## src/rtl/bin_threshold_detect_if.sv

```systemverilog
// Bundle of frame-control, sample, threshold-ROM and result signals for
// bin_threshold_detect.
//
// Parameters:
//   WN  bin index / ROM address width
//   WL  magnitude and threshold width
//
// Signals (directions as seen by the detector, modport slave):
//   iStart      in   one-cycle frame start request
//   iValid      in   magnitude sample valid
//   oReady      out  detector accepts a sample this cycle
//   iMag        in   unsigned bin magnitude
//   TH_addr     out  threshold ROM address
//   iTH         in   threshold word for TH_addr
//   oValid      out  detection result valid
//   oDet        out  magnitude strictly above threshold
//   oBin        out  bin index of the current result
//   oFrameDone  out  pulse with the result of the last bin
//   oHitCnt     out  detections in the last completed frame
//
// The master modport is the producer/consumer side (sample source, ROM,
// result sink).
interface bin_threshold_detect_if #(
    parameter int WN = 10,
    parameter int WL = 10
);
    logic          iStart;
    logic          iValid;
    logic          oReady;
    logic [WL-1:0] iMag;
    logic [WN-1:0] TH_addr;
    logic [WL-1:0] iTH;
    logic          oValid;
    logic          oDet;
    logic [WN-1:0] oBin;
    logic          oFrameDone;
    logic [WN:0]   oHitCnt;

    modport master (
        output iStart,
        output iValid,
        output iMag,
        output iTH,
        input  oReady,
        input  TH_addr,
        input  oValid,
        input  oDet,
        input  oBin,
        input  oFrameDone,
        input  oHitCnt
    );

    modport slave (
        input  iStart,
        input  iValid,
        input  iMag,
        input  iTH,
        output oReady,
        output TH_addr,
        output oValid,
        output oDet,
        output oBin,
        output oFrameDone,
        output oHitCnt
    );
endinterface

```

## src/rtl/bin_threshold_detect.sv

```systemverilog
// Per-bin threshold detector for STFT magnitude frames.
//
// Each accepted magnitude is compared (strictly greater, unsigned) against a
// per-bin threshold read from an external ROM. Two-stage pipeline:
//   stage 1 (acceptance edge): capture magnitude, drive ROM address
//   stage 2 (next edge):       compare against iTH, emit result
// so a result appears two rising edges after its acceptance cycle.
//
// Ports:
//   clk   sole clock, rising edge
//   rst   synchronous active-high reset
//   bus   bin_threshold_detect_if.slave (see interface header)
//
// Parameters:
//   WN     bin index width
//   WL     magnitude / threshold width
//   NBINS  bins per frame, 2..2^WN
//
// Optional feature macro: HIT_COUNT_EN
//   defined   -> oHitCnt reports detections of the last completed frame
//   undefined -> oHitCnt tied to 0
module bin_threshold_detect #(
    parameter int WN    = 10,
    parameter int WL    = 10,
    parameter int NBINS = 512
) (
    input  logic clk,
    input  logic rst,
    bin_threshold_detect_if.slave bus
);

    localparam logic [1:0] IDLE  = 2'd0;
    localparam logic [1:0] RUN   = 2'd1;
    localparam logic [1:0] DRAIN = 2'd2;

    localparam logic [WN-1:0] LAST_BIN = WN'(NBINS - 1);

    logic [1:0]    state;
    logic [WN-1:0] binCnt;
    logic [WL-1:0] magReg;
    logic          s1Valid;
    logic          accept;
    logic          detNext;
    logic          s1Last;

    // Ready is forced low while reset is held so nothing is taken in.
    assign bus.oReady = (state == RUN) && !rst;
    assign accept     = bus.iValid && bus.oReady;

    // iTH belongs to the address registered on the previous edge.
    assign detNext = magReg > bus.iTH;
    assign s1Last  = s1Valid && (bus.TH_addr == LAST_BIN);

    // Frame control and bin counter
    always_ff @(posedge clk) begin
        if (rst) begin
            state  <= IDLE;
            binCnt <= '0;
        end else begin
            unique case (state)
                IDLE: begin
                    if (bus.iStart) begin
                        state  <= RUN;
                        binCnt <= '0;
                    end
                end
                RUN: begin
                    if (accept) begin
                        // Counter stops at the last bin; no wrap.
                        if (binCnt == LAST_BIN) begin
                            state <= DRAIN;
                        end else begin
                            binCnt <= binCnt + 1'b1;
                        end
                    end
                end
                DRAIN: begin
                    // Only the last bin is in flight here.
                    if (s1Valid) begin
                        state <= IDLE;
                    end
                end
                default: begin
                    state <= IDLE;
                end
            endcase
        end
    end

    // Stage 1: capture sample, address ROM
    always_ff @(posedge clk) begin
        if (rst) begin
            magReg      <= '0;
            bus.TH_addr <= '0;
            s1Valid     <= 1'b0;
        end else begin
            s1Valid <= accept;
            if (accept) begin
                magReg      <= bus.iMag;
                bus.TH_addr <= binCnt;
            end
        end
    end

    // Stage 2: compare and emit
    always_ff @(posedge clk) begin
        if (rst) begin
            bus.oValid     <= 1'b0;
            bus.oDet       <= 1'b0;
            bus.oBin       <= '0;
            bus.oFrameDone <= 1'b0;
        end else begin
            bus.oValid     <= s1Valid;
            bus.oDet       <= s1Valid && detNext;
            bus.oFrameDone <= s1Last;
            if (s1Valid) begin
                bus.oBin <= bus.TH_addr;
            end
        end
    end

`ifdef HIT_COUNT_EN
    logic [WN:0] hitCnt;
    logic        hitNext;

    // Hits are counted as they enter the output register, which is the
    // same set of cycles in which oValid & oDet will be seen.
    assign hitNext = s1Valid && detNext;

    always_ff @(posedge clk) begin
        if (rst) begin
            hitCnt      <= '0;
            bus.oHitCnt <= '0;
        end else begin
            if (state == IDLE && bus.iStart) begin
                hitCnt <= '0;
            end else if (hitNext) begin
                hitCnt <= hitCnt + 1'b1;
            end
            // Final total includes the last bin's own hit.
            if (s1Last) begin
                bus.oHitCnt <= hitCnt + {{WN{1'b0}}, hitNext};
            end
        end
    end
`else
    assign bus.oHitCnt = '0;
`endif

endmodule

```

## src/flat_wrapper.sv

```systemverilog
// flat-port wrapper written by rule: the top's interface ports become plain ports
module bin_threshold_detect_flat 
#(
    parameter int WN    = 10,
    parameter int WL    = 10,
    parameter int NBINS = 512
)
  (clk, rst, bus_iStart, bus_iValid, bus_iMag, bus_iTH, bus_oReady, bus_TH_addr, bus_oValid, bus_oDet, bus_oBin, bus_oFrameDone, bus_oHitCnt);
  bin_threshold_detect_if #(.WN(WN), .WL(WL)) bus_i ();
  input  logic clk;
  input  logic rst;
  input wire logic [$bits(bus_i.iStart)-1:0] bus_iStart;
  input wire logic [$bits(bus_i.iValid)-1:0] bus_iValid;
  input wire logic [$bits(bus_i.iMag)-1:0] bus_iMag;
  input wire logic [$bits(bus_i.iTH)-1:0] bus_iTH;
  output wire logic [$bits(bus_i.oReady)-1:0] bus_oReady;
  output wire logic [$bits(bus_i.TH_addr)-1:0] bus_TH_addr;
  output wire logic [$bits(bus_i.oValid)-1:0] bus_oValid;
  output wire logic [$bits(bus_i.oDet)-1:0] bus_oDet;
  output wire logic [$bits(bus_i.oBin)-1:0] bus_oBin;
  output wire logic [$bits(bus_i.oFrameDone)-1:0] bus_oFrameDone;
  output wire logic [$bits(bus_i.oHitCnt)-1:0] bus_oHitCnt;
  assign bus_i.iStart = bus_iStart;
  assign bus_i.iValid = bus_iValid;
  assign bus_i.iMag = bus_iMag;
  assign bus_i.iTH = bus_iTH;
  assign bus_oReady = bus_i.oReady;
  assign bus_TH_addr = bus_i.TH_addr;
  assign bus_oValid = bus_i.oValid;
  assign bus_oDet = bus_i.oDet;
  assign bus_oBin = bus_i.oBin;
  assign bus_oFrameDone = bus_i.oFrameDone;
  assign bus_oHitCnt = bus_i.oHitCnt;
  bin_threshold_detect #(.WN(WN), .WL(WL), .NBINS(NBINS)) u_core (.clk(clk), .rst(rst), .bus(bus_i));
endmodule
```

## config.mk

```make
export PLATFORM = sky130hd
export DESIGN_NAME = bin_threshold_detect_flat
export DESIGN_NICKNAME = d
export VERILOG_FILES = /design/src/rtl/bin_threshold_detect_if.sv /design/src/rtl/bin_threshold_detect.sv /design/src/flat_wrapper.sv
export SDC_FILE = /design/constraint.sdc
export NUM_CORES = 1
export LEC_CHECK = 0
export BUFFER_PORTS_ARGS = -buffer_cell sky130_fd_sc_hd__clkbuf_2
export CORE_MARGIN = 2
export CORE_UTILIZATION = 56
export DETAILED_ROUTE_END_ITERATION = 7
export GPL_ROUTABILITY_DRIVEN = 0
export PLACE_DENSITY_LB_ADDON = 0.15
export SYNTH_ARGS = -nofsm -noshare
export SYNTH_HDL_FRONTEND = slang
export SYNTH_SLANG_ARGS = --single-unit
```

## constraint.sdc

```tcl
create_clock -name clk -period 4.3 [get_ports clk]
set_clock_uncertainty 0.1 [all_clocks]
set_input_delay 0.43 -clock clk [delete_from_list [all_inputs] [get_ports clk]]
set_output_delay 0.43 -clock clk [all_outputs]
set_load 0.005 [all_outputs]
```

Word-level counts from Yosys, hierarchy flattened:

Index checks and enable logic that the tools add are counted.

* equal/unequal tests: 9
* reduce and logical (&&, ||, !) cells: 9
* muxes and demuxes: 9
* $add $sub $neg: 1
* order comparisons: 1

Operators by type and width (number)
* $mux W10: 3
* $eq A10 B9 Y1 const B: 2
* $pmux W10 S2: 1
* $add A10 B1 Y10 const B: 1
* $gt A10 B10 Y1: 1
* $mux W2: 4
* $reduce_and A4 Y1: 2
* $ne A2 B2 Y1 const B: 3
* $pmux W2 S3: 1
* $logic_and A1 B1 Y1: 4
* $ne A2 B1 Y1 const B: 2
* $eq A2 B1 Y1 const B: 1
* $eq A2 B2 Y1 const B: 1
* $logic_not A2 Y1: 1
* $reduce_bool A2 Y1: 1
* $logic_not A1 Y1: 1

* register bits after elaboration: 46
* output and inout port bits: 35
* logic and storage cells: 38
* bits of input ports: 24

Longest topological paths before layout:

* depth after elaboration: 5
* mapped depth: 6
* gate-level depth less buffers: 6

Worst setup path before layout:

No wires, ideal clock.

* path kind: input to register
* start: input bus_iTH[3]
* end: register u_core.bus.oDet
* required time: 4068 ps
* path buffers: 0
* slack: 2578 ps
* library setup time: 132 ps
* arrival: 1490 ps
* stages on the path: 6
* path through: inv_1 ha_1 a21o_1 a21o_1 a2111oi_0 nor3b_1

* word-level cells in the longest chain between the ends: 2

Ends and longest elaborated chain
* from (decl): line flat_wrapper.sv:15 `input wire logic [$bits(bus_i.iTH)-1:0] bus_iTH;`
* $gt A10 B10 Y1: line bin_threshold_detect.sv:51 `assign detNext = magReg > bus.iTH;`
* $logic_and A1 B1 Y1: line bin_threshold_detect.sv:114 `bus.oDet <= s1Valid && detNext;`
* to (signal assigned): line bin_threshold_detect.sv:114
* to (decl): line bin_threshold_detect_if.sv:61 `output oDet,`

No other way between the ends.
A chain may end at the register's enable or synchronous reset.

Worst setup path in the final report:

* start: register u_core.binCnt[0]
* end: register u_core.binCnt[7]

* word-level cells in the longest chain between the ends: 4
* elaborated cells between the ends (all ways): 7
* those cells by class: add/sub: 1; eq/ne: 2; mux: 3; reduce/logical: 1

Ends and longest elaborated chain
* from (decl): line bin_threshold_detect.sv:39 `logic [WN-1:0] binCnt;`
* from (signal assigned): line bin_threshold_detect.sv:73 `binCnt <= binCnt + 1'b1;`
* $add A10 B1 Y10: line bin_threshold_detect.sv:73
* $mux W10: line bin_threshold_detect.sv:70 `if (binCnt == LAST_BIN) begin`
* $mux W10: line bin_threshold_detect.sv:68 `if (accept) begin`
* $pmux W10 S2: line bin_threshold_detect.sv:60 `unique case (state)`

Parallel ways exist; a longest one is shown, timed or not. The select of a mux whose other input is x is not followed.

==> flow_summary.yaml <==
run_status:
  status: "finished, final reports clean"
run:
  cap_violations: 0
synthesis:
  ys.flop_type: "dfxtp_1"
  synth_warnings: 0
  yosys-top-cells-count: "46 x dfxtp_1, 46 x nand2_1, 25 x o21ai_0, 17 x nor2_1, 16 x inv_1"
  synthesis.area_um2: 2210
  yosysTopAreaCellShare: 0.417
  avgSynthCellArea_um2: 8.55
  synth-edff-count: 0
  synth_top_area_cell: "dfxtp_1"
  ys_types: 44
  syn_inst: 258
  synthArstFlopShare: 0
  netlist_top_cells_area: "dfxtp_1 42%, nand2_1 7.8%, ha_1 6.2%"
  yosysSeqAreaShare: 0.417
  ys_ff_latch: 46
critical_path:
  critical_path.max_fanout: 10
  path_cells: "ha_1 > nand3_4 > nor4b_4 > nor2_2 > a221oi_2"
  path_depth: 5
  r2r-start: "u_core.binCnt[0]$_SDFFE_PP0P_"
  r2r_cells: 5
  worstPathRequired_ps: 4410
  regToRegSetupSlack_ps: 2240
  crit_family: "simple AND/OR/NAND/NOR gates"
  timing.rr.end: "u_core.binCnt[7]$_SDFFE_PP0P_"
  worstSetupPathType: "register to register"
  worstPathArrival_ps: 2170
  critical_path.startpoint: "u_core.binCnt[0]$_SDFFE_PP0P_"
  crit_buf_inv: 0
  crit_path_max_incr_delay_ps: 590
  cp_slowest_cell: "nor4b_4"
  crit_end: "u_core.binCnt[7]$_SDFFE_PP0P_"
  endpoint_kind: "register"
  worstSetupStartpointType: "register"
clock_network:
  numCtsBuffers: 5
  holdBufCountCts: 0
  root_buffer: "clkbuf_8"
  post_cts_resized: 0
  clock_path_buffers: 2
  path_clk_slew_ps: 90
  cts_sinks: 46
  cts_tree: "yes"
  clk_latency_ps: 300
  cts-htree-levels: 2
  cts_setup_buffers: 0
floorplan:
  rows: 22
  ios: 59
  dieHeight_um: 66.8
  start_util: 0.594
  die_x_um: 66.8
  coreArea_um2: 3720
  dieArea_um2: 4460
sta:
  fin_crit_sh: 0.479
  rsz0062_at_grt: "no"
  final.setup.tns_ps: 0
  hold-worst-slack_ps: 230
  worst_slew_pin_slew_ps: 705
  min_period_ps: 2060
  clock.fmax_mhz: 485
  hold_viol_final: 0
  setup_ws_ps: 2240
  finalSetupViolations: 0
  maxSlewHeadroom: 0.530
  drv_slew: 0
global_route:
  grt.met1_usage: 0.271
  overflow: 0
  track_usage: 0.207
  use_met3: 0.0372
  use_met2: 0.344
  grt_pass1_wl_um: 7040
  antenna_found_initial: 0
  top_usage_layer: "met2"
  grt_pass1_vias: 1606
  grt_max_degree: 46
layout:
  syn2layout_area_growth_pct: 14.1
  drive_above_1_share: 0.223
  fin_util: 0.678
  nNetsFinal: 335
  fin_area_um2: 2520
  insertedDiodeCount: 0
routing:
  drtIter0Drc: 87
  routedWlPerCell_um: 12.4
  final_antenna_net_count: 0
  viasPerCell: 5.28
  first_pass_iters: 4
  remaining_drc_errors: 0
  wl_um: 4340
  num_vias: 1842
hold_path:
  hold_path.class: "input port to register"
  holdPathStages: 3
placed_design:
  pre_cts_slack_ps: 1990
  place_area_um2: 2430
  port_buffers: 47
  dp_hpwl_um: 3150
power:
  p_per_area_nw_per_um2: 301
  leakage_nw: 1.06
  ir_drop_v: 0.000168
## through the flow
step	instances	power [W]
6_report	349	0.000758
4_1_cts	349	0.000763
5_1_grt	349	0.000789
2_1_floorplan	268	0.000494
3_3_place_gp	341	0.000507
3_5_place_dp	341	0.000509
## cells in the final DEF (no fill, tap or decap), types with 2 or more instances in the layout
cell type / instances
nand2b_1: 4
nor2_1: 17
nand3b_1: 4
o31ai_1: 4
conb_1: 11
a21o_1: 3
inv_1: 16
clkbuf_8: 5
nand4_1: 5
a211o_1: 2
ha_1: 11
o21ai_0: 25
a31oi_1: 2
o311ai_0: 3
nand2_1: 46
nand3_1: 2
clkbuf_2: 47
nor4_1: 2
nor3_1: 3
dfxtp_1: 46
mux2i_1: 11
a21oi_1: 6
or4_1: 2
nand4b_1: 2
## kinds of logic (layout without fill, tap and decap cells)
kind of cell / Yosys count / count (layout) / share of synthesized area
multiplexers: 11 / 11 / 0.0499
other: 1 / 11 / 0.00170
AND/OR/NAND/NOR: 97 / 97 / 0.224
AO/OA/AOI/OAI: 53 / 53 / 0.157
buffers and inverters: 39 / 72 / 0.0879
flip-flops: 46 / 46 / 0.417
adder cells (fa/ha/maj): 11 / 11 / 0.0624
## power by group
part / total (W) / internal (W) / switching, W / leakage [nW]
combinational: 0.0000597 / 0.0000257 / 0.0000340 / 0.645
sequential: 0.000439 / 0.000432 / 0.00000708 / 0.372
clock: 0.000259 / 0.000114 / 0.000145 / 0.0441
## final cells by class
cell class              instances  area [um2]
clock inverters                 3        21.3
well taps                      48        60.1
multi-input cells             183        1140
fillers                       341        1200
inverters                      16        60.1
repair buffers                 48         243
flip-flops and latches         46         921
clock buffers                   5        68.8
## worst register-to-register path, delay by kind of cell, from the launching register on
kind	cells	cell delay, ps
adders and majority gates	1	290
DFF	1	430
AOI/OAI and AO/OA	1	250
and+or+nand+nor	3	900
## sequential cells by signal, indices dropped and copies added (netlist names), 2 cells and up
register	cells
u_core.binCnt	10
u_core.state	2
u_core.magReg	10
u_core.bus.oBin	10
u_core.bus.TH_addr	10
## worst min path at each step
stage,startpoint,to,slack [ps]
floorplan,u_core.binCnt[9]$_SDFFE_PP0P_,u_core.bus.TH_addr[9]$_SDFFE_PP0P_,330
global placement,u_core.magReg[1]$_SDFFE_PP0P_,u_core.magReg[1]$_SDFFE_PP0P_,350
detailed placement,u_core.magReg[5]$_SDFFE_PP0P_,u_core.magReg[5]$_SDFFE_PP0P_,360
CTS,bus_iMag[6],u_core.magReg[6]$_SDFFE_PP0P_,230
global route,bus_iMag[0],u_core.magReg[0]$_SDFFE_PP0P_,250
finish,bus_iMag[6],u_core.magReg[6]$_SDFFE_PP0P_,230
## routing by layer
metal,share of wire,up-vias
met1,0.50,843
met4,0.013,0
met3,0.040,7
met5,0,-
li1,-,957
met2,0.45,35
(Power assumes the default switching activity.)
